File: src/rtl/dmem_arb_pkg.sv
// Shared definitions for the dmem arbiter: port identifiers, default widths
// and the read-return pipeline entry.
package dmem_arb_pkg;

    localparam logic PORT_CPU = 1'b0;
    localparam logic PORT_LDR = 1'b1;

    localparam int DEF_ADDR_W = 12;
    localparam int DEF_DATA_W = 32;

    typedef struct packed {
        logic valid;
        logic id;
    } ret_entry_t;

endpackage

File: src/rtl/rd_return_pipe.sv
// Fixed-depth shift register that tracks which port owns each in-flight read,
// so returning memory data can be steered once the syncram latency has elapsed.
module rd_return_pipe
    import dmem_arb_pkg::*;
#(
    parameter int DEPTH = 1
) (
    input  logic       clk,
    input  logic       srst,
    input  ret_entry_t i_push,
    output ret_entry_t o_tail
);

    genvar gi;
    generate
        for (gi = 0; gi < DEPTH; gi++) begin : g_stage
            ret_entry_t r_entry;

            if (gi == 0) begin : g_head
                always_ff @(posedge clk) begin
                    if (srst) begin
                        r_entry <= '0;
                    end else begin
                        r_entry <= i_push;
                    end
                end
            end else begin : g_body
                always_ff @(posedge clk) begin
                    if (srst) begin
                        r_entry <= '0;
                    end else begin
                        r_entry <= g_stage[gi-1].r_entry;
                    end
                end
            end
        end
    endgenerate

    assign o_tail = g_stage[DEPTH-1].r_entry;

endmodule

File: src/rtl/dmem_arbiter.sv
// Round-robin arbiter sharing the single-port dmem between the CPU data port
// and the loader/debug port, with read data steered back after RD_LAT cycles.
module dmem_arbiter
    import dmem_arb_pkg::*;
#(
    parameter int ADDR_W = DEF_ADDR_W,
    parameter int DATA_W = DEF_DATA_W,
    parameter int RD_LAT = 1
) (
    input  logic              clock,
    input  logic              reset,
    input  logic              req0,
    input  logic              req1,
    input  logic              we0,
    input  logic              we1,
    input  logic [ADDR_W-1:0] addr0,
    input  logic [ADDR_W-1:0] addr1,
    input  logic [DATA_W-1:0] wdata0,
    input  logic [DATA_W-1:0] wdata1,
    output logic              ack0,
    output logic              ack1,
    output logic              rvalid0,
    output logic              rvalid1,
    output logic [DATA_W-1:0] rdata0,
    output logic [DATA_W-1:0] rdata1,
    output logic [ADDR_W-1:0] mem_address,
    output logic [DATA_W-1:0] mem_data,
    output logic              mem_wren,
    input  logic [DATA_W-1:0] mem_q
);

    logic              r_last_grant;
    logic [ADDR_W-1:0] r_mem_address;
    logic [DATA_W-1:0] r_mem_data;
    logic              r_rvalid0;
    logic              r_rvalid1;
    logic [DATA_W-1:0] r_rdata0;
    logic [DATA_W-1:0] r_rdata1;

    logic              w_gnt0;
    logic              w_gnt1;
    logic              w_any;
    logic              w_sel_we;
    logic [ADDR_W-1:0] w_sel_addr;
    logic [DATA_W-1:0] w_sel_data;
    logic              w_ret0;
    logic              w_ret1;
    ret_entry_t        w_push;
    ret_entry_t        w_tail;

    // On a contest the port that did not win last time goes first.
    assign w_gnt0 = !reset && req0 && (!req1 || (r_last_grant == PORT_LDR));
    assign w_gnt1 = !reset && req1 && (!req0 || (r_last_grant == PORT_CPU));
    assign w_any  = w_gnt0 | w_gnt1;

    assign w_sel_we   = w_gnt1 ? we1    : we0;
    assign w_sel_addr = w_gnt1 ? addr1  : addr0;
    assign w_sel_data = w_gnt1 ? wdata1 : wdata0;

    assign ack0        = w_gnt0;
    assign ack1        = w_gnt1;
    assign mem_wren    = w_any & w_sel_we;
    assign mem_address = w_any ? w_sel_addr : r_mem_address;
    assign mem_data    = w_any ? w_sel_data : r_mem_data;

    always_ff @(posedge clock) begin
        if (reset) begin
            r_last_grant  <= PORT_LDR;
            r_mem_address <= '0;
            r_mem_data    <= '0;
        end else if (w_any) begin
            r_last_grant  <= w_gnt1;
            r_mem_address <= w_sel_addr;
            r_mem_data    <= w_sel_data;
        end
    end

    assign w_push = '{valid: w_any & ~w_sel_we, id: w_gnt1};

    rd_return_pipe #(
        .DEPTH (RD_LAT)
    ) u_ret_pipe (
        .clk    (clock),
        .srst   (reset),
        .i_push (w_push),
        .o_tail (w_tail)
    );

    assign w_ret0 = w_tail.valid && (w_tail.id == PORT_CPU);
    assign w_ret1 = w_tail.valid && (w_tail.id == PORT_LDR);

    // rdata of the port not being served keeps its last returned word.
    always_ff @(posedge clock) begin
        if (reset) begin
            r_rvalid0 <= 1'b0;
            r_rvalid1 <= 1'b0;
            r_rdata0  <= '0;
            r_rdata1  <= '0;
        end else begin
            r_rvalid0 <= w_ret0;
            r_rvalid1 <= w_ret1;
            if (w_ret0) begin
                r_rdata0 <= mem_q;
            end
            if (w_ret1) begin
                r_rdata1 <= mem_q;
            end
        end
    end

    assign rvalid0 = r_rvalid0 & ~reset;
    assign rvalid1 = r_rvalid1 & ~reset;
    assign rdata0  = r_rdata0;
    assign rdata1  = r_rdata1;

endmodule

File: config.mk
export PLATFORM = sky130hd
export DESIGN_NAME = dmem_arbiter
export DESIGN_NICKNAME = d
export VERILOG_FILES = /design/src/rtl/dmem_arb_pkg.sv /design/src/rtl/rd_return_pipe.sv /design/src/rtl/dmem_arbiter.sv
export SDC_FILE = /design/constraint.sdc
export NUM_CORES = 1
export LEC_CHECK = 0
export BUFFER_PORTS_ARGS = -buffer_cell sky130_fd_sc_hd__buf_4
export CORE_MARGIN = 3
export CORE_UTILIZATION = 50
export DETAILED_ROUTE_END_ITERATION = 16
export GPL_ROUTABILITY_DRIVEN = 0
export HOLD_SLACK_MARGIN = 0.06
export MAX_ROUTING_LAYER = met4
export PLACE_DENSITY = 0.86
export SYNTH_ARGS = -nofsm -noshare
export SYNTH_HDL_FRONTEND = slang
export SYNTH_SLANG_ARGS = --single-unit
File: constraint.sdc
create_clock -name clock -period 2.07 [get_ports clock]
set_input_delay 0 -clock clock [delete_from_list [all_inputs] [get_ports clock]]
set_output_delay 0 -clock clock [all_outputs]
set_load 0.02 [all_outputs]
==> impl_metrics.tcl <==
set metrics [dict create \
    status "finished with violations" \
    failed_checks "setup timing" \
    final_common_cell "buf_4" \
    leakage_uw 0.00378 \
    area_delta_synth_final_pct 78.2 \
    worst_pin_slew_ns 0.567 \
    finClkSkew_ns 0.0109 \
    post_cts_buffers 0 \
    yosys_warnings 0 \
    yosys.area.top_type "dfxtp_1" \
    initial_core_util_pct 51.9 \
    core-area_um2 9330 \
    final_cell_mix "buf_4, nand2_1, dlygate4sd3_1" \
    die_width_um 104 \
    place_ws_ns 0.492 \
    ys.flop_type "dfxtp_1" \
    dp_hpwl_um 10700 \
    grt_overflow 0 \
    ys_ff_latch 113 \
    grt_max_degree 50 \
    hold_viol_final 0 \
    dieArea_um2 10900 \
    path_class "flop to flop" \
    grt_first_pass_wirelength_um 34400 \
    drive_gt1_share_pct 34.0 \
    cp.required_ns 2.42 \
    ys_types 21 \
    clk_latency_ns 0.50 \
    drv_slew 0 \
    avgSynthCellArea_um2 8.10 \
    async_flop_share_pct 0 \
    layout_min_cycle_time_ns 2.15 \
    ys_seq_area_share_pct 46.7 \
    power_density_nw_per_um2 812 \
    drc 0 \
    reg2reg_depth 5 \
    clk_pin_slew_ns 0.06 \
    grt_pass1_vias 6598 \
    hold_start "mem_q[4]" \
    fmax_ghz 0.466 \
    synth.top_cell.area_share_pct 46.7 \
    synth_nets 724 \
    drv_cap 0 \
    cts.sinks 113 \
    ys_top_cells_by_area "dfxtp_1, nand2_1, a221oi_2" \
    synth_cells 598 \
    drt_iter0_drc 697 \
    critPathArrivalTime_ns 2.49 \
    via_per_inst 6.10 \
    cts_buffers 17 \
    setup-violations-final 7 \
    cts_max_level 4 \
    fin_crit_sh_pct 104 \
    hold_class "primary input to flop" \
    wl_per_cell_um 22.8 \
    synth_edf_count 0 \
    r2r-start "r_last_grant" \
    num_rows 35 \
    hold_depth 4 \
    fin_nets 1067 \
    worst_path_max_delay_cell "dlygate4sd3_1" \
    antenna_left 0 \
    startpoint "r_last_grant" \
    antenna_cells 0 \
    root_buffer "clkbuf_8" \
    dr.pass1.iters 6 \
    end_kind "flop" \
    num_io_pins 239 \
    wirelength_um 24700 \
    ir_worst_vdd_mv 0.516 \
    cp_max_fo 25 \
    antenna_found_initial 0 \
    die_height_um 104 \
    num_vias 6605 \
    cts_tree "done" \
    port_buffers 238 \
    crit_path_max_incr_delay_ns 0.67 \
    hold_ws_ns 0.315 \
    critPathLaunchType "flop" \
    grt_use_total_pct 40.4 \
    clk_path_buf_depth 2 \
    slew_headroom_pct 62.2 \
    crit_chain "a21bo_2 -> buf_8 -> a221oi_2 -> dlygate4sd3_1 -> nor3_1" \
    num-fill-cells 326 \
    setup_ws_ns -0.0774 \
    netlist_area_um2 4840 \
]
-- cell type report --
class | count | area (um2) | area share [%]
clock buffers | 18 | 418 | 4.84
multi-input cells | 434 | 2410 | 27.9
flip-flops and latches | 113 | 2260 | 26.2
clock inverters | 14 | 205 | 2.38
well taps | 129 | 161 | 1.87
repair buffers | 375 | 3180 | 36.8
-- logic make-up (layout without fill, tap and decap cells) --
kind of cell	Yosys count	count (layout)	share of synthesized area [%]
simple gates	320	320	28.8
buf+inv	51	407	5.11
compound gates	114	114	19.4
flops	113	113	46.7
-- layer usage --
metal | global-route usage (%) | routed length [um]
met1 | 42.3 | 7990
met2 | 68.7 | 11500
met3 | 10.6 | 3000
met4 | 23.4 | 2160
met5 | - | 0
-- worst paths after layout --
check | endpoint | slack (ns)
setup / recovery | r_mem_data[12] | -0.08
hold / removal | rdata1[4] | 0.32
setup reg to reg | r_mem_data[12] | -0.08
hold reg to reg | rdata0[8] | 0.45
-- state kept, by name (all words and copies together), names as in the netlist --
name	flops
r_rvalid1	1
u_ret_pipe.o_tail	2
r_last_grant	1
r_mem_address	12
rdata0	32
rdata1	32
r_rvalid0	1
r_mem_data	32
-- power breakdown --
part | switching (uW) | internal, uW
logic | 858 | 695
clock network | 1130 | 1980
registers | 65.9 | 2290
-- Yosys cell counts (2+ instances only) --
| master | instances |
|---|---|
| nand2_1 | 130 |
| nor2_1 | 92 |
| nand2b_1 | 2 |
| o21ai_0 | 2 |
| buf_1 | 2 |
| a221oi_1 | 14 |
| buf_2 | 21 |
| a21oi_1 | 65 |
| clkbuf_1 | 24 |
| buf_6 | 4 |
| dfxtp_1 | 113 |
| a221oi_2 | 30 |
| nor3_1 | 44 |
| and2_1 | 45 |
| nor2b_1 | 4 |
-- per-stage QoR --
stage          TNS [ns]  cell area, um2  power, uW  utilization, %  instances
5_1_grt          -0.325            8630       7140            92.6       1083
2_1_floorplan         0            4840       3000               -        598
6_report         -0.228            8630       7010            92.6       1083
3_5_place_dp          0            6670       3530            71.5        925
4_1_cts               0            8550       6750            91.7       1083
3_3_place_gp          0            6670       3500            71.5        925
-- what timing repair did --
action / CTS / global route
gates resized for setup: 0 / 17
hold endpoints to repair: 110 / 0
hold buffers: 126 / 0
setup endpoints to repair: 0 / 81
-- worst max-delay path: cells and delay by family (launching register included) --
family                 cells  cell delay [ns]
AOI/OAI and AO/OA          2             0.66
and+or+nand+nor            1             0.09
DFF                        1             0.35
buffers and inverters      2             0.88
Power figures use the tool's default switching activity.
